===== src/rtl/prog_sram_ctrl_if.sv =====
// Loader and console-read bus between the program loader / CPU side and prog_sram_ctrl.
interface prog_sram_ctrl_if #(
    parameter int ADR_W = 21
);
    logic [ADR_W-1:0] ld_adr;
    logic [7:0]       ld_data;
    logic             ld_write;
    logic [ADR_W-1:0] cpu_adr;
    logic             cpu_rd;
    logic [7:0]       cpu_rdata;
    logic             cpu_ack;

    modport master (
        output ld_adr, ld_data, ld_write, cpu_adr, cpu_rd,
        input  cpu_rdata, cpu_ack
    );

    modport slave (
        input  ld_adr, ld_data, ld_write, cpu_adr, cpu_rd,
        output cpu_rdata, cpu_ack
    );
endinterface


===== src/rtl/prog_sram_ctrl.sv =====
// Timed write/read cycles on an external async 8-bit SRAM for the program loader and console reads.
// state   | meaning
// IDLE    | bus released; picks pending write first, then pending read
// W_SETUP | address/data/ce driven, we_n still high
// W_PULSE | we_n low for WE_CYCLES clocks
// W_HOLD  | we_n high, address/data held one more clock
// R_WAIT  | ce_n/oe_n low, sample data after RD_CYCLES clocks
module prog_sram_ctrl #(
    parameter int ADR_W     = 21,
    parameter int WE_CYCLES = 2,
    parameter int RD_CYCLES = 2
) (
    input  logic             clk,
    input  logic             reset_n,
    prog_sram_ctrl_if.slave  bus,
    output logic             busy,
    output logic             overrun,
    output logic [ADR_W-1:0] wr_count,
    output logic [ADR_W-1:0] sram_adr,
    output logic [7:0]       sram_dq_out,
    output logic             sram_dq_oe,
    input  logic [7:0]       sram_dq_in,
    output logic             sram_ce_n,
    output logic             sram_we_n,
    output logic             sram_oe_n
);
    localparam int CNT_MAX = (WE_CYCLES > RD_CYCLES) ? WE_CYCLES : RD_CYCLES;
    localparam int CNT_W   = $clog2(CNT_MAX + 1);

    typedef enum logic [2:0] {IDLE, W_SETUP, W_PULSE, W_HOLD, R_WAIT} state_t;

    state_t           state_q, state_d;
    logic [CNT_W-1:0] cnt_q, cnt_d;
    logic             wpend_q, wpend_d, rpend_q, rpend_d;
    logic [ADR_W-1:0] w_adr_q, w_adr_d, r_adr_q, r_adr_d;
    logic [7:0]       w_data_q, w_data_d;
    logic [7:0]       rdata_d;
    logic             ack_d, ovr_d;
    logic [ADR_W-1:0] wr_count_d, adr_d;
    logic [7:0]       dq_d;
    logic             dq_oe_d, ce_d, we_d, oe_d;
    logic             w_free, r_free;

    always_comb begin
        state_d    = state_q;
        cnt_d      = cnt_q;
        wpend_d    = wpend_q;
        rpend_d    = rpend_q;
        w_adr_d    = w_adr_q;
        w_data_d   = w_data_q;
        r_adr_d    = r_adr_q;
        rdata_d    = bus.cpu_rdata;
        ack_d      = 1'b0;
        ovr_d      = overrun;
        wr_count_d = wr_count;
        adr_d      = sram_adr;
        dq_d       = sram_dq_out;
        dq_oe_d    = sram_dq_oe;
        ce_d       = sram_ce_n;
        we_d       = sram_we_n;
        oe_d       = sram_oe_n;
        w_free     = 1'b0;
        r_free     = 1'b0;

        case (state_q)
            IDLE: begin
                if (wpend_q) begin
                    state_d = W_SETUP;
                    adr_d   = w_adr_q;
                    dq_d    = w_data_q;
                    dq_oe_d = 1'b1;
                    ce_d    = 1'b0;
                    w_free  = 1'b1;
                end else if (rpend_q) begin
                    state_d = R_WAIT;
                    adr_d   = r_adr_q;
                    ce_d    = 1'b0;
                    oe_d    = 1'b0;
                    cnt_d   = CNT_W'(RD_CYCLES - 1);
                end
            end
            W_SETUP: begin
                state_d = W_PULSE;
                we_d    = 1'b0;
                cnt_d   = CNT_W'(WE_CYCLES - 1);
            end
            W_PULSE: begin
                if (cnt_q == '0) begin
                    state_d = W_HOLD;
                    we_d    = 1'b1;
                end else begin
                    cnt_d = cnt_q - 1'b1;
                end
            end
            W_HOLD: begin
                state_d    = IDLE;
                dq_oe_d    = 1'b0;
                ce_d       = 1'b1;
                wr_count_d = wr_count + 1'b1;
            end
            R_WAIT: begin
                if (cnt_q == '0) begin
                    state_d = IDLE;
                    rdata_d = sram_dq_in;
                    ack_d   = 1'b1;
                    oe_d    = 1'b1;
                    ce_d    = 1'b1;
                    r_free  = 1'b1;
                end else begin
                    cnt_d = cnt_q - 1'b1;
                end
            end
            default: state_d = IDLE;
        endcase

        // A strobe landing in the same cycle its holding register empties is taken.
        if (w_free) wpend_d = 1'b0;
        if (r_free) rpend_d = 1'b0;
        if (bus.ld_write) begin
            if (!wpend_q || w_free) begin
                wpend_d  = 1'b1;
                w_adr_d  = bus.ld_adr;
                w_data_d = bus.ld_data;
            end else begin
                ovr_d = 1'b1;
            end
        end
        if (bus.cpu_rd && (!rpend_q || r_free)) begin
            rpend_d = 1'b1;
            r_adr_d = bus.cpu_adr;
        end
    end

    always_ff @(posedge clk) begin
        if (!reset_n) begin
            state_q       <= IDLE;
            cnt_q         <= '0;
            wpend_q       <= 1'b0;
            rpend_q       <= 1'b0;
            w_adr_q       <= '0;
            w_data_q      <= '0;
            r_adr_q       <= '0;
            bus.cpu_rdata <= '0;
            bus.cpu_ack   <= 1'b0;
            overrun       <= 1'b0;
            wr_count      <= '0;
            sram_adr      <= '0;
            sram_dq_out   <= '0;
            sram_dq_oe    <= 1'b0;
            sram_ce_n     <= 1'b1;
            sram_we_n     <= 1'b1;
            sram_oe_n     <= 1'b1;
        end else begin
            state_q       <= state_d;
            cnt_q         <= cnt_d;
            wpend_q       <= wpend_d;
            rpend_q       <= rpend_d;
            w_adr_q       <= w_adr_d;
            w_data_q      <= w_data_d;
            r_adr_q       <= r_adr_d;
            bus.cpu_rdata <= rdata_d;
            bus.cpu_ack   <= ack_d;
            overrun       <= ovr_d;
            wr_count      <= wr_count_d;
            sram_adr      <= adr_d;
            sram_dq_out   <= dq_d;
            sram_dq_oe    <= dq_oe_d;
            sram_ce_n     <= ce_d;
            sram_we_n     <= we_d;
            sram_oe_n     <= oe_d;
        end
    end

    assign busy = (state_q != IDLE) | wpend_q | rpend_q;
endmodule

===== src/flat_wrapper.sv =====
// flat-port wrapper written by rule: the top's interface ports become plain ports
module prog_sram_ctrl_flat 
#(
    parameter int ADR_W     = 21,
    parameter int WE_CYCLES = 2,
    parameter int RD_CYCLES = 2
)
  (clk, reset_n, busy, overrun, wr_count, sram_adr, sram_dq_out, sram_dq_oe, sram_dq_in, sram_ce_n, sram_we_n, sram_oe_n, bus_ld_adr, bus_ld_data, bus_ld_write, bus_cpu_adr, bus_cpu_rd, bus_cpu_rdata, bus_cpu_ack);
  prog_sram_ctrl_if #(.ADR_W(ADR_W)) bus_i ();
  input  logic clk;
  input  logic reset_n;
  output logic busy;
  output logic overrun;
  output logic [ADR_W-1:0] wr_count;
  output logic [ADR_W-1:0] sram_adr;
  output logic [7:0] sram_dq_out;
  output logic sram_dq_oe;
  input  logic [7:0] sram_dq_in;
  output logic sram_ce_n;
  output logic sram_we_n;
  output logic sram_oe_n;
  input wire logic [$bits(bus_i.ld_adr)-1:0] bus_ld_adr;
  input wire logic [$bits(bus_i.ld_data)-1:0] bus_ld_data;
  input wire logic [$bits(bus_i.ld_write)-1:0] bus_ld_write;
  input wire logic [$bits(bus_i.cpu_adr)-1:0] bus_cpu_adr;
  input wire logic [$bits(bus_i.cpu_rd)-1:0] bus_cpu_rd;
  output wire logic [$bits(bus_i.cpu_rdata)-1:0] bus_cpu_rdata;
  output wire logic [$bits(bus_i.cpu_ack)-1:0] bus_cpu_ack;
  assign bus_i.ld_adr = bus_ld_adr;
  assign bus_i.ld_data = bus_ld_data;
  assign bus_i.ld_write = bus_ld_write;
  assign bus_i.cpu_adr = bus_cpu_adr;
  assign bus_i.cpu_rd = bus_cpu_rd;
  assign bus_cpu_rdata = bus_i.cpu_rdata;
  assign bus_cpu_ack = bus_i.cpu_ack;
  prog_sram_ctrl #(.ADR_W(ADR_W), .WE_CYCLES(WE_CYCLES), .RD_CYCLES(RD_CYCLES)) u_core (.clk(clk), .reset_n(reset_n), .bus(bus_i), .busy(busy), .overrun(overrun), .wr_count(wr_count), .sram_adr(sram_adr), .sram_dq_out(sram_dq_out), .sram_dq_oe(sram_dq_oe), .sram_dq_in(sram_dq_in), .sram_ce_n(sram_ce_n), .sram_we_n(sram_we_n), .sram_oe_n(sram_oe_n));
endmodule

===== config.mk =====
export PLATFORM = sky130hd
export DESIGN_NAME = prog_sram_ctrl_flat
export DESIGN_NICKNAME = d
export VERILOG_FILES = /design/src/rtl/prog_sram_ctrl_if.sv /design/src/rtl/prog_sram_ctrl.sv /design/src/flat_wrapper.sv
export SDC_FILE = /design/constraint.sdc
export NUM_CORES = 1
export LEC_CHECK = 0
export BUFFER_PORTS_ARGS = -buffer_cell sky130_fd_sc_hd__buf_2
export CORE_AREA = 2 2 122 100
export CTS_CLUSTER_DIAMETER = 150
export CTS_CLUSTER_SIZE = 30
export DETAILED_ROUTE_END_ITERATION = 8
export DIE_AREA = 0 0 124 102
export HOLD_SLACK_MARGIN = 0.06
export PLACE_DENSITY = 0.68
export SLEW_MARGIN = 40
export SYNTH_ARGS = -nofsm -noshare
export SYNTH_HDL_FRONTEND = slang
export SYNTH_SLANG_ARGS = --single-unit

===== constraint.sdc =====
create_clock -name clk -period 1.76 [get_ports clk]
set_input_delay 0.264 -clock clk [delete_from_list [all_inputs] [get_ports clk]]
set_output_delay 0.264 -clock clk [all_outputs]
set_load 0.1 [all_outputs]

==> results.sh <==
export IMPL_outcome="finished with violations"
export IMPL_violations="setup timing"
export IMPL_wl_um=13010
export IMPL_crit_cells=5
export IMPL_syn_num_nets=605
export IMPL_clockBufferDepth=2
export IMPL_startpoint_type="register"
export IMPL_synth_compound_area_share_pct=13.32
export IMPL_first_iter_violations=279
export IMPL_mostFrequentLayoutCell="buf_2"
export IMPL_clock_sinks=121
export IMPL_dp_cells=807
export IMPL_grt_pass1_wl_um=19870
export IMPL_peakVddDrop_v=0.0007455
export IMPL_htreeDepth=4
export IMPL_overflow=0
export IMPL_cpMaxStageDelayCell="or4_4"
export IMPL_cts_root_buf="clkbuf_16"
export IMPL_path_cells="nand4_1 -> buf_4 -> or4_4 -> or4_4 -> a21oi_2"
export IMPL_fin_ws_ns=-0.03096
export IMPL_worstPathMaxFanout=5
export IMPL_min_delay_path_class="input port to register"
export IMPL_fp_coreArea_um2=11390
export IMPL_async_flop_share_pct=0
export IMPL_syn_area_um2=4698
export IMPL_synth_area_per_cell_um2=8.684
export IMPL_yosys_warnings=0
export IMPL_ys_ff_latch=121
export IMPL_synthAdderAreaFrac_pct=0.5326
export IMPL_min_period_ns=1.791
export IMPL_setup_tns_ns=-0.08772
export IMPL_relSlewSlack_pct=66.37
export IMPL_dieArea_um2=12650
export IMPL_synth_largest_area_cell="dfxtp_1"
export IMPL_slew_viol_final=0
export IMPL_std_cell_rows=35
export IMPL_critPathBufInv=1
export IMPL_io_pins=127
export IMPL_muxShareOfSynthArea_pct=9.374
export IMPL_synth_edf_count=0
export IMPL_fp_dieW_um=124
export IMPL_synth_simple_area_share_pct=19.31
export IMPL_slowest_delay_ns=0.53
export IMPL_end_kind="register"
export IMPL_hold_viol=0
export IMPL_diodes=0
export IMPL_powerDensity_nw_per_um2=1277
export IMPL_cp_top_family="simple AND/OR/NAND/NOR gates"
export IMPL_drc_errors=0
export IMPL_grt_max_degree=64
export IMPL_clock_latency_ns=0.40
export IMPL_worstHoldStart="bus_cpu_adr[5]"
export IMPL_drv_cap=0
export IMPL_dp_hpwl_um=8119
export IMPL_grt_usage_pct=20.25
export IMPL_antenna_found_initial=0
export IMPL_synth_top_family_by_area="simple AND/OR/NAND/NOR gates"
export IMPL_setup_viol=5
export IMPL_seq_area_frac_synth_pct=51.56
export IMPL_r2r_slack_ns=-0.03
export IMPL_wl_per_cell_um=15.36
export IMPL_synthCells=541
export IMPL_syn2layout_area_growth_pct=41.52
export IMPL_whs_path_depth=3
export IMPL_period_share_pct=101.8
export IMPL_worstPathRequired_ns=2.09
export IMPL_mostFrequentLayoutCells="buf_2 (126), nand2_1 (101), dfxtp_1 (100)"
export IMPL_synth_xor_area_share_pct=1.864
export IMPL_tightest_slew_ns=0.5044
export IMPL_synth_top_area_share_pct=51.56
export IMPL_cts_tree="built"
export IMPL_critical_path_most_common_cell="or4_4"
export IMPL_ys_top_cells_by_area="dfxtp_1 (52%), mux2i_1 (9.4%), nand2_1 (8.1%), a21oi_1 (6.7%), nor2_1 (5.0%)"
export IMPL_viasPerCell=5.047
export IMPL_skew_ns=0.01347
export IMPL_globalplace_congestion=0.7781
export IMPL_port_buffers=126
export IMPL_ff2ff_path_depth=5
export IMPL_leakage_nw=2.896
export IMPL_hold_buffers=0
export IMPL_reg2reg_from="u_core.wr_count[6]"
export IMPL_start_util_pct=41.26
export IMPL_fin_cells=847
export IMPL_fmax_mhz=558.4
export IMPL_die_h_um=102
export IMPL_drive_gt1_share_pct=33.91
export IMPL_worstSetupPathType="register to register"
export IMPL_drtAntennaViolNets=0
export IMPL_first_pass_iters=4
export IMPL_final_core_util_pct=58.40
export IMPL_vias=4275
export IMPL_grt_pass1_vias=4087
export IMPL_synth_ff_type="dfxtp_1"
export IMPL_synth_distinct_cells=37
export IMPL_rsz0062_at_grt="true"
export IMPL_clk_pin_slew_ns=0.06
export IMPL_cts_buffers_inserted=17
export IMPL_min_to="u_core.r_adr_q[5]"
export IMPL_critPathArrivalTime_ns=2.12
export IMPL_n_fill_cell=996
export IMPL_crit_start="u_core.wr_count[6]"
export IMPL_regToRegEndpoint="u_core.wr_count[19]"
export IMPL_fin_nets=752
[worst max-delay path by stage]
stage                                     end  slack, ns
after CTS                 u_core.wr_count[18]      -0.03
after global placement    u_core.wr_count[16]      -0.04
final                     u_core.wr_count[19]      -0.03
after global routing      u_core.wr_count[18]      -0.11
after floorplan           u_core.wr_count[19]      -0.30
after detailed placement  u_core.wr_count[18]      -0.06
[synthesized netlist by cell type (8+ instances only)]
| cell type | count |
|---|---|
| inv_1 | 10 |
| nor3_1 | 9 |
| dfxtp_1 | 121 |
| o21ai_0 | 11 |
| or3_1 | 8 |
| nor2_1 | 62 |
| mux2i_1 | 44 |
| nand2_1 | 102 |
| a21oi_1 | 63 |
| xnor2_1 | 8 |
| clkbuf_1 | 32 |
| a211oi_1 | 21 |
[sequential cells by signal (all words and copies together), names as in the netlist, 2 cells and up]
name	flops
u_core.w_data_q	8
u_core.r_adr_q	21
u_core.wr_count	21
u_core.w_adr_q	21
u_core.sram_adr	21
u_core.bus.cpu_rdata	8
u_core.sram_dq_out	8
u_core.state_q	3
u_core.cnt_q	2
[routing by layer]
layer,vias to the layer above,GRT usage [%],wire length (um)
met5,-,0,0
met2,99,32.80,6233
li1,2142,-,-
met3,6,5.078,783
met1,2028,26.29,5904
met4,0,7.433,93
[timing repair]
item | 4_1_cts | 5_1_grt
gates resized for setup | 6 | 13
pin swaps | 6 | 7
setup buffers | 4 | 1
setup endpoints to repair | 5 | 32
gates cloned | 2 | 3
[worst reg2reg max path, cell delays in order, from the launching register on]
cell,delay (ns)
dfxtp_4,0.35
nand4_1,0.10
buf_4,0.16
or4_4,0.45
or4_4,0.53
a21oi_2,0.13
[area by class of cell]
class	instances	area, um2	area share, %
Sequential cell	121	2471	37.17
Multi-Input combinational cell	372	2216	33.33
Timing Repair Buffer	165	1092	16.43
Clock buffer	24	534.3	8.035
Tap cell	148	185.2	2.785
Clock inverter	6	107.6	1.618
Inverter	11	42.54	0.6398
[cell families (layout without fill, tap and decap cells)]
group,after synthesis,after routing
adders and majority gates,2,2
DFF,121,121
AOI/OAI and AO/OA,108,108
muxes,44,44
xor gates and xnor gates,10,10
and+or+nand+nor,208,208
buffers and inverters,48,206
[where the power goes]
group	internal, W	total [W]	switching [W]	leakage, nW
combinational	0.000491	0.00175	0.00126	1.58
clock	0.00253	0.00371	0.00118	0.314
sequential	0.00292	0.00303	0.000110	1.00
total	0.00594	0.00849	0.00255	2.90
[per-stage QoR]
step	instance area, um2	setup WS, ns	hold slack (ns)	total power (W)
after global routing	6649	-0.1118	0.09356	0.008807
after floorplan	4786	-0.3012	0.3402	0.004297
final	6649	-0.03096	0.09645	0.008489
after global placement	5761	-0.03627	0.4352	0.004688
after detailed placement	5761	-0.05989	0.4426	0.004714
after CTS	6509	-0.02633	0.08229	0.008499
Note: power is estimated with default switching activity, not from simulation.
